## config.mk

```make
export PLATFORM = sky130hd
export DESIGN_NAME = adc_channel_sequencer
export DESIGN_NICKNAME = d
export VERILOG_FILES = /design/src/rtl/adc_channel_sequencer.sv
export SDC_FILE = /design/constraint.sdc
export NUM_CORES = 1
export LEC_CHECK = 0
export ABC_AREA = 1
export CAP_MARGIN = 20
export CORE_MARGIN = 2
export CORE_UTILIZATION = 50
export CTS_CLUSTER_DIAMETER = 30
export DETAILED_ROUTE_END_ITERATION = 8
export GPL_ROUTABILITY_DRIVEN = 0
export PLACE_DENSITY = 0.8
export SLEW_MARGIN = 20
export SYNTH_ARGS = -nofsm -noshare
export SYNTH_HDL_FRONTEND = slang
export SYNTH_SLANG_ARGS = --single-unit
export TNS_END_PERCENT = 100
```

## constraint.sdc

```tcl
create_clock -name SAMPLE_CLK -period 2.3 [get_ports SAMPLE_CLK]
set_input_delay 0.23 -clock SAMPLE_CLK [delete_from_list [all_inputs] [get_ports SAMPLE_CLK]]
set_output_delay 0.23 -clock SAMPLE_CLK [all_outputs]
set_load 0.01 [all_outputs]
```

## src/rtl/adc_channel_sequencer.sv

```systemverilog
// rtl/adc_channel_sequencer.sv - ADC frame channel sequencer feeding the frame FIFO write port
// Optional conversion timeout is enabled by defining SEQ_CONV_TIMEOUT_EN.
module adc_channel_sequencer #(
  parameter int NUM_CH         = 8,
  parameter int CH_IDX_WIDTH   = 3,
  parameter int GAP_WIDTH      = 8,
  parameter int TIMEOUT_CYCLES = 64
) (
  input  logic                    SAMPLE_CLK,
  input  logic                    RST_sync,
  input  logic                    ENSAMP_sync,
  input  logic [NUM_CH-1:0]       CHEN,
  input  logic [GAP_WIDTH-1:0]    FRAMEDIV,
  output logic                    ADC_START,
  output logic [CH_IDX_WIDTH-1:0] ADC_CH,
  input  logic                    ADC_EOC,
  input  logic [15:0]             ADC_RESULT,
  output logic [15:0]             RESULT,
  output logic                    DONE,
  output logic [NUM_CH-1:0]       ATMCHSEL,
  output logic                    LASTWORD,
  output logic                    SEQ_ACTIVE,
  output logic [15:0]             FRAME_CNT,
  output logic                    TIMEOUT_ERR
);

  typedef enum logic [2:0] {S_IDLE, S_START, S_CONV, S_WRITE, S_GAP} state_t;

  state_t                  state;
  logic [NUM_CH-1:0]       chen_lat;
  logic [CH_IDX_WIDTH-1:0] cur_ch;
  logic [GAP_WIDTH-1:0]    gap_cnt;
  logic [CH_IDX_WIDTH-1:0] first_ch;
  logic [CH_IDX_WIDTH-1:0] next_ch;
  logic [CH_IDX_WIDTH-1:0] last_ch;
  logic                    conv_timeout;

  if (TIMEOUT_CYCLES < 1 || CH_IDX_WIDTH != $clog2(NUM_CH)) begin : g_param_check
    $error("adc_channel_sequencer: inconsistent parameters");
  end

  function automatic logic [CH_IDX_WIDTH-1:0] lowest_ch(input logic [NUM_CH-1:0] mask);
    lowest_ch = '0;
    for (int i = NUM_CH - 1; i >= 0; i--)
      if (mask[i]) lowest_ch = CH_IDX_WIDTH'(i);
  endfunction

  function automatic logic [CH_IDX_WIDTH-1:0] highest_ch(input logic [NUM_CH-1:0] mask);
    highest_ch = '0;
    for (int i = 0; i < NUM_CH; i++)
      if (mask[i]) highest_ch = CH_IDX_WIDTH'(i);
  endfunction

  function automatic logic [CH_IDX_WIDTH-1:0] next_set_ch(input logic [NUM_CH-1:0] mask,
                                                          input logic [CH_IDX_WIDTH-1:0] cur);
    next_set_ch = cur;
    for (int i = NUM_CH - 1; i >= 0; i--)
      if (mask[i] && i > int'(cur)) next_set_ch = CH_IDX_WIDTH'(i);
  endfunction

  assign first_ch = lowest_ch(CHEN);
  assign next_ch  = next_set_ch(chen_lat, cur_ch);
  assign last_ch  = highest_ch(chen_lat);

`ifdef SEQ_CONV_TIMEOUT_EN
  localparam int TO_W = $clog2(TIMEOUT_CYCLES + 1);
  logic [TO_W-1:0] to_cnt;

  assign conv_timeout = (to_cnt == TO_W'(TIMEOUT_CYCLES - 1));

  // Counter idles at zero outside CONV, so it restarts on every CONV entry.
  always_ff @(posedge SAMPLE_CLK) begin
    if (RST_sync) begin
      to_cnt      <= '0;
      TIMEOUT_ERR <= 1'b0;
    end else begin
      to_cnt <= (state == S_CONV) ? to_cnt + TO_W'(1) : '0;
      if (ENSAMP_sync && state == S_CONV && !ADC_EOC && conv_timeout)
        TIMEOUT_ERR <= 1'b1;
    end
  end
`else
  assign conv_timeout = 1'b0;
  assign TIMEOUT_ERR  = 1'b0;
`endif

  always_ff @(posedge SAMPLE_CLK) begin
    if (RST_sync) begin
      state      <= S_IDLE;
      chen_lat   <= '0;
      cur_ch     <= '0;
      gap_cnt    <= '0;
      ADC_START  <= 1'b0;
      ADC_CH     <= '0;
      RESULT     <= '0;
      DONE       <= 1'b0;
      ATMCHSEL   <= '0;
      LASTWORD   <= 1'b0;
      SEQ_ACTIVE <= 1'b0;
      FRAME_CNT  <= '0;
    end else if (!ENSAMP_sync) begin
      state      <= S_IDLE;
      ADC_START  <= 1'b0;
      DONE       <= 1'b0;
      ATMCHSEL   <= '0;
      LASTWORD   <= 1'b0;
      SEQ_ACTIVE <= 1'b0;
    end else begin
      ADC_START <= 1'b0;
      DONE      <= 1'b0;
      ATMCHSEL  <= '0;
      LASTWORD  <= 1'b0;
      case (state)
        S_IDLE: begin
          if (CHEN != '0) begin
            chen_lat   <= CHEN;
            cur_ch     <= first_ch;
            ADC_CH     <= first_ch;
            SEQ_ACTIVE <= 1'b1;
            state      <= S_START;
          end
        end
        S_START: begin
          // Entry from IDLE arrives with ADC_START low: spend one arming cycle first.
          if (!ADC_START) ADC_START <= 1'b1;
          else            state     <= S_CONV;
        end
        S_CONV: begin
          if (ADC_EOC || conv_timeout) begin
            RESULT   <= ADC_EOC ? ADC_RESULT : 16'h8000;
            DONE     <= 1'b1;
            ATMCHSEL <= NUM_CH'(1) << cur_ch;
            LASTWORD <= (cur_ch == last_ch);
            state    <= S_WRITE;
          end
        end
        S_WRITE: begin
          if (LASTWORD) begin
            FRAME_CNT <= FRAME_CNT + 16'd1;
            if (FRAMEDIV != '0) begin
              gap_cnt <= FRAMEDIV - GAP_WIDTH'(1);
              state   <= S_GAP;
            end else begin
              chen_lat <= CHEN;
              if (CHEN != '0) begin
                cur_ch    <= first_ch;
                ADC_CH    <= first_ch;
                ADC_START <= 1'b1;
                state     <= S_START;
              end else begin
                SEQ_ACTIVE <= 1'b0;
                state      <= S_IDLE;
              end
            end
          end else begin
            cur_ch    <= next_ch;
            ADC_CH    <= next_ch;
            ADC_START <= 1'b1;
            state     <= S_START;
          end
        end
        S_GAP: begin
          if (gap_cnt != '0) begin
            gap_cnt <= gap_cnt - GAP_WIDTH'(1);
          end else begin
            chen_lat <= CHEN;
            if (CHEN != '0) begin
              cur_ch    <= first_ch;
              ADC_CH    <= first_ch;
              ADC_START <= 1'b1;
              state     <= S_START;
            end else begin
              SEQ_ACTIVE <= 1'b0;
              state      <= S_IDLE;
            end
          end
        end
        default: state <= S_IDLE;
      endcase
    end
  end

endmodule

```

==> results.sh <==
export IMPL_rsz0062_at_grt="no"
export IMPL_worst_r2r_setup_slack_ns=0.31
export IMPL_h_tree_depth=3
export IMPL_synth_edf_count=0
export IMPL_finalPower_w=0.002621
export IMPL_regArea_mm2=0.001361
export IMPL_netlist_area_mm2=0.003547
export IMPL_nFillCells=599
export IMPL_rows=30
export IMPL_synth_seq_cells=68
export IMPL_cts_buffers=9
export IMPL_clk_latency_ns=0.34
export IMPL_place_ws_ns=0.3774
export IMPL_post_cts_resized=0
export IMPL_totalNegativeSetupSlack_ns=0
export IMPL_synth_nets=567
export IMPL_critPathMaxFanout=12
export IMPL_hold_path_class="flop to flop"
export IMPL_cp_end_kind="flop"
export IMPL_hold_violations=0
export IMPL_io_pins=84
export IMPL_final_antenna_net_count=0
export IMPL_antenna_cells=0
export IMPL_initial_core_util_pct=51.92
export IMPL_die_y_um=88.23
export IMPL_setup_viol=0
export IMPL_synth_top_area_share_pct=38.38
export IMPL_cts_buffer_depth=2
export IMPL_hpwlAfterDp_mm=6.796
export IMPL_worstReg2RegStart="state[0]"
export IMPL_max_freq_ghz=0.5036
export IMPL_die_area_mm2=0.007784
export IMPL_core_area_mm2=0.006832
export IMPL_post_drt_wl_per_cell_um=12.42
export IMPL_ys_seq_area_share_pct=38.38
export IMPL_cts_sinks=68
export IMPL_leakage_nw=1.929
export IMPL_multi_input_area_mm2=0.001805
export IMPL_maxSlewViolCount=0
export IMPL_critPathLaunch="state[0]"
export IMPL_drive_gt1_share_pct=9.164
export IMPL_first_iter_violations=218
export IMPL_async_flop_share_pct=0
export IMPL_rr_worst_depth=11
export IMPL_timing_final_crit_share_pct=86.33
export IMPL_syn_to_final_growth_pct=31.82
export IMPL_grt_pass1_vias=3255
export IMPL_required_ns=2.54
export IMPL_post_cts_setup_buffer_count=0
export IMPL_crit_type="flop to flop"
export IMPL_cts_tree="yes"
export IMPL_synth_distinct_cells=35
export IMPL_ir_worst_vdd_v=0.0002957
export IMPL_clkTransAtPathRegs_ns=0.07
export IMPL_wirelength_mm=8.916
export IMPL_synthCells=529
export IMPL_cp_arrival_ns=2.23
export IMPL_dpl_cell_area_mm2=0.004463
export IMPL_drt_pass1_iter_count=5
export IMPL_ys_warn_count=0
export IMPL_grt_max_degree=33
export IMPL_min_period_ns=1.986
export IMPL_r2r_end="gap_cnt[6]"
export IMPL_die_width_um=88.23
export IMPL_synth_largest_area_cell="dfxtp_1"
export IMPL_grt_total_usage_pct=23.77
export IMPL_grt_first_pass_wirelength_mm=14.63
export IMPL_place_port_buffers=82
export IMPL_dr_total_vias=3636
export IMPL_yosys_most_used_dff="dfxtp_1"
export IMPL_fin_area_mm2=0.004676
export IMPL_antenna_found_initial=0
export IMPL_root_buffer="clkbuf_8"
export IMPL_syn_area_per_cell_um2=6.705
export IMPL_fin_ws_ns=0.3144
export IMPL_crit_path_start_kind="flop"
export IMPL_maxCapViolations=0
export IMPL_cts_hold_buf=0
export IMPL_p_per_area_mw_per_mm2=560.6
export IMPL_viasPerCell=5.064
export IMPL_status="finished, final reports clean"
export IMPL_overflow=0
export IMPL_synthTopCellsByArea="dfxtp_1, nand2_1, inv_1"
export IMPL_crit_end="gap_cnt[6]"
export IMPL_route_detailed_drc=0
export IMPL_clock_skew_ns=0.006993
export IMPL_fin_nets=655
## per-stage QoR
| step | hold WS, ns | util [%] | std cells |
|---|---|---|---|
| 2_1_floorplan | 0.3721 | - | 529 |
| 3_3_place_gp | 0.4296 | 65.33 | 702 |
| 3_5_place_dp | 0.4346 | 65.33 | 702 |
| 4_1_cts | 0.4457 | 68.44 | 718 |
| 5_1_grt | 0.4777 | 68.44 | 718 |
| 6_report | 0.4418 | 68.44 | 718 |
## layer usage
layer  wire, um  GRT usage [%]  vias to the layer above
met5          0              0                        -
met4        121          7.989                        0
met3        569          3.731                       11
met2       4052          39.85                      129
met1       4172          31.36                     1618
li1           -              -                     1878
## cells in the mapped netlist (all sizes together) (2+ instances only)
master and instances:
nand2 117, nor2 81, inv 80, dfxtp 68, o21ai 68, a21oi 43
nand3 19, nor3 16, nand4 11, clkbuf 8, buf 4, xnor2 3
xor2 3, a31oi 2, ha 2
## critical path, stage by stage, from the launching register on
cell and delay (ns):
dfxtp_1 0.37, nor2_2 0.19, nand2_2 0.23, o21ai_2 0.25, ha_1 0.24, nand2_2 0.09
nor2_1 0.18, nand2_1 0.07, nand2_1 0.06, nand3_1 0.08, nand2_1 0.08, inv_1 0.03
## flip-flops by register name, summed over array words and instances, names as in the netlist, 3 cells and up
register and cells:
ADC_CH 3, ATMCHSEL 8, FRAME_CNT 16, RESULT 16, chen_lat 7, cur_ch 3, gap_cnt 8, state 3
## worst min-delay path by stage
stage,cells after the start,start,end
floorplan,2,CHEN[1],chen_lat[1]
global placement,2,RESULT[10],RESULT[10]
detailed placement,2,RESULT[6],RESULT[6]
CTS,2,RESULT[6],RESULT[6]
global route,2,RESULT[10],RESULT[10]
finish,2,RESULT[6],RESULT[6]
## report_power, final
group | total (W) | leakage, nW | internal [W] | switching, W
combinational | 0.000337 | 1.27 | 0.000154 | 0.000184
clock | 0.00104 | 0.110 | 0.000591 | 0.000453
sequential | 0.00124 | 0.551 | 0.00121 | 0.0000348
## placed cells by master (no fill, tap or decap), types with 2 or more instances in the layout
cell,netlist,final
nand2_1,114,114
o21ai_0,41,41
nor2_4,6,6
xor2_1,3,3
nand3_1,16,16
nand4_1,10,10
nand2_2,2,2
nand3_2,2,2
nor3_1,15,15
clkbuf_8,0,12
o21ai_2,7,7
ha_1,2,2
buf_4,2,7
dfxtp_1,68,68
inv_1,72,72
a21oi_1,43,43
xnor2_1,3,3
nor2_1,71,71
nor2_2,4,4
clkdlybuf4s50_1,0,82
inv_2,7,7
a31oi_1,2,2
o21ai_1,19,19
## cell type report
| cell class | instances | share of cell area [%] |
|---|---|---|
| clock buffers | 13 | 3.613 |
| clock inverters | 3 | 0.9366 |
| inverters | 80 | 6.476 |
| multi-input cells | 369 | 38.61 |
| flip-flops and latches | 68 | 29.11 |
| well taps | 96 | 2.569 |
| repair buffers | 89 | 18.68 |
## logic make-up after synthesis
group | share of synthesized area, %
AND/OR/NAND/NOR | 31.11
other | 0.1057
XOR/XNOR | 1.482
flip-flops | 38.38
adder cells (fa/ha/maj) | 0.7054
buffers and inverters | 10.72
AO/OA/AOI/OAI | 17.50
No activity file was read; power rests on OpenSTA's default activity.
